<file path="src/rtl/reg_pkg.sv">
// Shared types for the universal register: operation modes and a small decode helper.
package reg_pkg;

   localparam int MODE_W = 3;

   typedef enum logic [MODE_W-1:0] {
      HOLD = 3'd0,
      LOAD = 3'd1,
      SHL  = 3'd2,
      SHR  = 3'd3,
      ROL  = 3'd4,
      ROR  = 3'd5,
      CLR  = 3'd6,
      INV  = 3'd7
   } mode_t;

   // Shifts and rotates in either direction all advance the word counter.
   function automatic logic is_shift(input mode_t m);
      return (m == SHL) || (m == SHR) || (m == ROL) || (m == ROR);
   endfunction

   function automatic logic is_restart(input mode_t m);
      return (m == LOAD) || (m == CLR);
   endfunction

endpackage

</file>
<file path="src/rtl/mod_counter.sv">
// Modulo-MOD event counter with a registered one-cycle wrap pulse.
module mod_counter #(
   parameter int MOD = 8,
   parameter int CW  = (MOD > 1) ? $clog2(MOD) : 1
) (
   input  logic          clk,
   input  logic          rst,
   input  logic          clr,
   input  logic          inc,
   output logic [CW-1:0] cnt,
   output logic          wrap
);

   localparam logic [CW-1:0] LAST = CW'(MOD - 1);

   logic [CW-1:0] cnt_reg;
   logic [CW-1:0] cnt_next;
   logic          wrap_reg;
   logic          wrap_next;

   // Wrap at MOD-1 explicitly so non-power-of-two moduli do not run to 2^CW-1.
   always_comb begin
      cnt_next  = cnt_reg;
      wrap_next = 1'b0;
      if (clr) begin
         cnt_next = '0;
      end else if (inc) begin
         if (cnt_reg == LAST) begin
            cnt_next  = '0;
            wrap_next = 1'b1;
         end else begin
            cnt_next = cnt_reg + 1'b1;
         end
      end
   end

   always_ff @(posedge clk) begin
      if (rst) begin
         cnt_reg  <= '0;
         wrap_reg <= 1'b0;
      end else begin
         cnt_reg  <= cnt_next;
         wrap_reg <= wrap_next;
      end
   end

   assign cnt  = cnt_reg;
   assign wrap = wrap_reg;

endmodule

</file>
<file path="src/rtl/reg_univ_n.sv">
// WIDTH-bit universal register: load, shift/rotate both ways, clear, invert,
// with a shift counter that pulses word_done after every WIDTH shifts.
module reg_univ_n
   import reg_pkg::*;
#(
   parameter int               WIDTH   = 8,
   parameter logic [WIDTH-1:0] RST_VAL = '0
) (
   input  logic                     clk,
   input  logic                     rst,
   input  logic                     en,
   input  mode_t                    mode,
   input  logic [WIDTH-1:0]         d,
   input  logic                     sin_l,
   input  logic                     sin_r,
   output logic [WIDTH-1:0]         q,
   output logic                     sout_l,
   output logic                     sout_r,
   output logic [$clog2(WIDTH)-1:0] shift_cnt,
   output logic                     word_done
);

   localparam int CW = $clog2(WIDTH);

   generate
      if (WIDTH < 2) begin : g_bad_width
         $error("reg_univ_n: WIDTH must be >= 2");
      end
   endgenerate

   logic [WIDTH-1:0] q_reg;
   logic [WIDTH-1:0] q_next;
   logic [WIDTH-1:0] shl_v;
   logic [WIDTH-1:0] shr_v;
   logic [WIDTH-1:0] rol_v;
   logic [WIDTH-1:0] ror_v;

   // Per-bit neighbour selection; the edge bits take the serial input or the wrapped bit.
   genvar gi;
   generate
      for (gi = 0; gi < WIDTH; gi++) begin : g_bit
         if (gi == 0) begin : g_lsb
            assign shl_v[gi] = sin_r;
            assign rol_v[gi] = q_reg[WIDTH-1];
         end else begin : g_up
            assign shl_v[gi] = q_reg[gi-1];
            assign rol_v[gi] = q_reg[gi-1];
         end
         if (gi == WIDTH-1) begin : g_msb
            assign shr_v[gi] = sin_l;
            assign ror_v[gi] = q_reg[0];
         end else begin : g_dn
            assign shr_v[gi] = q_reg[gi+1];
            assign ror_v[gi] = q_reg[gi+1];
         end
      end
   endgenerate

   always_comb begin
      q_next = q_reg;
      if (en) begin
         case (mode)
            HOLD:    q_next = q_reg;
            LOAD:    q_next = d;
            SHL:     q_next = shl_v;
            SHR:     q_next = shr_v;
            ROL:     q_next = rol_v;
            ROR:     q_next = ror_v;
            CLR:     q_next = '0;
            INV:     q_next = ~q_reg;
            default: q_next = q_reg;
         endcase
      end
   end

   always_ff @(posedge clk) begin
      if (rst) begin
         q_reg <= RST_VAL;
      end else begin
         q_reg <= q_next;
      end
   end

   logic cnt_clr;
   logic cnt_inc;

   assign cnt_clr = en && is_restart(mode);
   assign cnt_inc = en && is_shift(mode);

   mod_counter #(
      .MOD (WIDTH),
      .CW  (CW)
   ) u_cnt (
      .clk  (clk),
      .rst  (rst),
      .clr  (cnt_clr),
      .inc  (cnt_inc),
      .cnt  (shift_cnt),
      .wrap (word_done)
   );

   assign q      = q_reg;
   assign sout_l = q_reg[WIDTH-1];
   assign sout_r = q_reg[0];

endmodule
</file>
<file path="config.mk">
export PLATFORM = sky130hd
export DESIGN_NAME = reg_univ_n
export DESIGN_NICKNAME = d
export VERILOG_FILES = /design/src/rtl/reg_pkg.sv /design/src/rtl/mod_counter.sv /design/src/rtl/reg_univ_n.sv
export SDC_FILE = /design/constraint.sdc
export NUM_CORES = 1
export LEC_CHECK = 0
export ABC_AREA = 1
export CAP_MARGIN = 20
export CORE_UTILIZATION = 40
export DETAILED_ROUTE_END_ITERATION = 12
export GPL_ROUTABILITY_DRIVEN = 0
export PLACE_DENSITY = 0.82
export SYNTH_ARGS = -nofsm -noshare
export SYNTH_HDL_FRONTEND = slang
export SYNTH_SLANG_ARGS = --single-unit
</file>
<file path="constraint.sdc">
create_clock -name clk -period 1.2 [get_ports clk]
set_input_delay 0.18 -clock clk [delete_from_list [all_inputs] [get_ports clk]]
set_output_delay 0.18 -clock clk [all_outputs]
set_load 0.02 [all_outputs]
</file>
; ---- After elaboration in Yosys (flattened, before gate mapping)
; Cells that the tools add are included.
[op_classes]
shift = 0
n_mul = 0
eq_ne = 8
bitwise = 3
n_reduce_logical = 10
div = 0
n_addsub = 1
mux = 3
magnitude_cmp = 0
[op_table]
columns = op, count
row1 = $pmux 8 s7, 1
row2 = $eq 3x3->1 const B, 5
row3 = $not 8->8, 1
row4 = $eq 3x2->1 const B, 2
row5 = $logic_or 1x1->1, 4
row6 = $add 3x1->3 const B, 1
row7 = $eq 3x1->1 const B, 1
row8 = $logic_not 3->1, 1
row9 = $mux 3, 1
row10 = $reduce_or 3->1, 1
row11 = $logic_and 1x1->1, 2
row12 = $not 1->1, 2
row13 = $reduce_and 2->1, 1
row14 = $reduce_or 2->1, 1
row15 = $mux 1, 1
[totals]
mem_bits_ro = 0
mem_count = 0
elab_cells = 28
latchBits = 0
ram_bits = 0
reg_bits = 12
out_inout_bits = 14

; ---- Depth between registers and ports, before layout
[logic_depth]
depth_word = 7
ltp_mapped = 8
depth_no_buf = 7

; ---- Modules after synthesis
; Synthesis repeated with hierarchy kept, for this count alone.
[unflattened]
hier_cells = 137
hier_area_um2 = 913.4
[by_module_without_submodules]
columns = mod, instances, seq_area_each_um2, cells_per_inst, area_per_inst_um2
row1 = reg_univ_n, 1, 160.2, 115, 737.0
row2 = mod_counter, 1, 80.1, 22, 176.4

; ---- Worst setup path after synthesis
; No wires, ideal clock.
[synth_timing]
kind = reg2reg
startpoint = reg u_cnt.cnt_reg[0] (netlist: u_cnt.cnt[0])
endpoint = reg u_cnt.cnt_reg[0] (netlist: u_cnt.cnt[0])
synth_period_minus_slack_ns = 1.299
t_required_ns = 1.144
stages_incl_launch_ff = 7
setup_slack_ns = -0.099
arrival_time_ns = 1.243
path_cell_list = dfxtp_1 > ha_1 > ha_1 > or2_2 > o21ai_1 > nand2_1 > inv_1
[synth_between]
elab_chain_cells = 2
elab_cells_between_ends = 3
cone_classes = add/sub (1) / eq/ne (1) / mux (1)
[synth_lines]
columns = element, line
row1 = from (decl), mod_counter.sv:16  ; logic [CW-1:0] cnt_reg;
row2 = from (signal assigned), mod_counter.sv:42  ; cnt_reg <= cnt_next;
row3 = $add 3x1->3 or $eq 3x3->1 (tied branches), "mod_counter.sv:32, mod_counter.sv:28"
row4 = $mux 3 *, mod_counter.sv:28  ; if (cnt_reg == LAST) begin
; Every way passes the cells marked *; elsewhere a longest branch is shown, timed or not.
; A chain may end at the register's enable or synchronous reset.

; ---- Worst setup path in the final report
; Ends and elaborated chain as after synthesis.

==> out/metrics.yaml <==
clocking:
  cts_max_level: 1
  cts_buffer_depth: 2
  insertion_delay_ns: 0.27
  cts_root_buffer: "clkbuf_4"
  cts_buffers: 3
  cts_sinks: 12
  clkTransAtPathRegs_ns: 0.08
  cts_tree: "yes"
sta:
  setup_viol: 0
  timing.fmax_mhz: 850
  relSlewSlack_pct: 80.3
  worst_hold_slack_ns: 0.514
  clock_skew_ns: 0.000439
  finalHoldViolCount: 0
  slew_violations: 0
  fin_crit_sh_pct: 98.1
  rsz0062_at_grt: "true"
  tightestPinTransition_ns: 0.294
  finalCriticalPeriod_ns: 1.18
power_and_ir_drop:
  ir_drop_v: 0.000526
  power_density_nw_per_um2: 844
  fin_total_pwr_uw: 1140
  leakagePower_uw: 0.000678
synthesis:
  syn-num-nets: 156
  syn_avg_cell_area_um2: 6.37
  synth_seq_cells: 12
  yosysTopAreaCell: "dfxtp_1"
  synth_cells: 138
  synth_top_area_share_pct: 27.3
  yosysSeqAreaShare_pct: 27.3
  synth.distinct_cells: 22
  syn-cell-area_um2: 880
  ys_warn_count: 0
  yosys-top-cells-area: "dfxtp_1, nand2_1, nor2_1"
cells_and_area:
  fin_area_um2: 1350
  layout.cells.non_filler: 207
  largest_reg_flops: 8
  num_antenna_cells: 0
  num-nets-final: 199
  syn2layout_area_growth_pct: 53.8
  layout-drive-gt1-share_pct: 23.9
  fin_util_pct: 66.9
  final.fill_count: 178
floorplan:
  start_util_pct: 43.5
  io_pins: 30
  die_x_um: 48.9
  design.core.area_um2: 2020
  placement_rows: 16
  dieArea_um2: 2390
  die_height_um: 48.9
setup_path:
  cp_data_required_time_ns: 1.42
  cp_max_fo: 4
  r2r_cells: 6
  criticalPathCategory: "reg -> reg"
  r2r-start: "u_cnt.cnt[0]"
  rr_endpoint: "u_cnt.cnt[0]"
  reg2reg_setup_slack_ns: 0.02
  startpoint_type: "register"
  arrival_ns: 1.40
  cp-end-kind: "register"
grt:
  grt_pass1_wl_mm: 3.82
  antenna_found_initial: 0
  grt_pass1_vias: 854
  grt_start_max_net_pins: 15
  gr-total-overflow: 0
  grt_usage_pct: 20.6
outcome:
  outcome: "completed"
worst_hold_path:
  worstHoldStart: "mode[0]"
  hold_path_end: "q[7]"
  hold_path.class: "in -> reg"
  min_path_cells: 5
place:
  hpwl_mm: 1.64
  io_buffers: 29
  placed_area_um2: 1270
  post-place-cells: 200
detailed_routing:
  vias: 1043
  vias_per_cell: 5.04
  drtPass1Iterations: 4
  wl_per_cell_um: 11.8
  drtIter0Drc: 34
  ant_nets: 0
  drc: 0
  routed_wl_mm: 2.45
run:
  cap_violations: 0
-- worst max-delay path, cell delays in order (launching register included) --
cell and delay (ns):
dfxtp_4 0.37, ha_4 0.16, ha_4 0.15, or2_4 0.22, o21ai_2 0.12, nand2_1 0.05
inv_1 0.05
-- per-stage QoR --
stage | setup WS [ns] | setup TNS, ns
3_3_place_gp | -0.374 | -3.95
4_1_cts | -0.0291 | -0.0291
6_report | 0.0232 | 0
3_5_place_dp | -0.453 | -4.48
2_1_floorplan | 0.00947 | 0
5_1_grt | -0.0456 | -0.0456
-- layout by cell type (no fill, tap or decap) --
cell type / n
o21ai_2: 1
dlygate4sd2_1: 15
nand3_1: 5
or2_4: 1
bufbuf_16: 1
nor2_4: 2
a21oi_1: 11
inv_2: 3
dfxtp_1: 10
o21ai_1: 13
clkbuf_8: 1
nand2_4: 1
buf_12: 1
dfxtp_2: 1
nand2_2: 4
ha_4: 2
nand4_1: 4
nand3_2: 1
clkbuf_4: 3
nor2_1: 21
clkbuf_2: 2
a31oi_2: 1
dfxtp_4: 1
buf_4: 14
inv_4: 1
nand2_1: 36
nor2_2: 1
o211ai_1: 2
o21ai_4: 1
clkdlybuf4s50_1: 12
inv_1: 8
-- logic make-up after synthesis --
| group | synth area share [%] |
|---|---|
| compound gates | 19.2 |
| flops | 27.3 |
| simple gates | 37.1 |
| fa+ha+maj | 2.84 |
| buf+inv | 13.5 |
-- timing repair --
| action | in CTS | in global routing |
|---|---|---|
| buffers inserted | 1 | 0 |
| hold buffers | 0 | 0 |
| pin swaps | 2 | 2 |
| gates resized for setup | 20 | 7 |
| setup endpoints to repair | 25 | 4 |
| gates cloned | 2 | 0 |
-- per-layer routing --
layer  global-route usage [%]  wire length, um  up-vias
met4                     11.8               63        0
li1                         -                -      530
met1                     26.5             1050      460
met3                    0.935              158        6
met5                        0                0        -
met2                     34.3             1180       47
-- how the worst max path moves through the flow --
stage	from	end	depth (start not counted)
after floorplan	u_cnt.cnt[0]	u_cnt.cnt[0]	6
after global placement	mode[0]	q[3]	7
after detailed placement	mode[0]	q[6]	7
after CTS	u_cnt.cnt[0]	u_cnt.cnt[0]	6
after global routing	u_cnt.cnt[0]	u_cnt.cnt[0]	6
final	u_cnt.cnt[0]	u_cnt.cnt[0]	6
-- where the power goes --
part	internal, uW	switching [uW]
Combinational	175	199
Clock	184	147
Sequential	420	16.0
-- final cells by class --
cell class | count | area [um2] | share of cell area (%)
Tap cell | 27 | 33.8 | 2.50
Multi-Input combinational cell | 107 | 571 | 42.2
Inverter | 12 | 47.5 | 3.52
Sequential cell | 12 | 245 | 18.1
Timing Repair Buffer | 45 | 419 | 31.0
Clock buffer | 4 | 36.3 | 2.68
-- cell usage after synthesis --
cell type  number
nand2_1        37
nor2_1         21
o21ai_1        14
dfxtp_1        12
a21oi_1        11
inv_1           8
nand3_1         5
buf_6           4
nand4_1         4
buf_4           3
inv_2           3
nand2_2         3
ha_1            2
nor2_2          2
o211ai_1        2
a31oi_2         1
buf_1           1
inv_4           1
nand3_2         1
nor2_4          1
o21ai_4         1
or2_2           1
No activity file was read; power rests on OpenSTA's default activity.
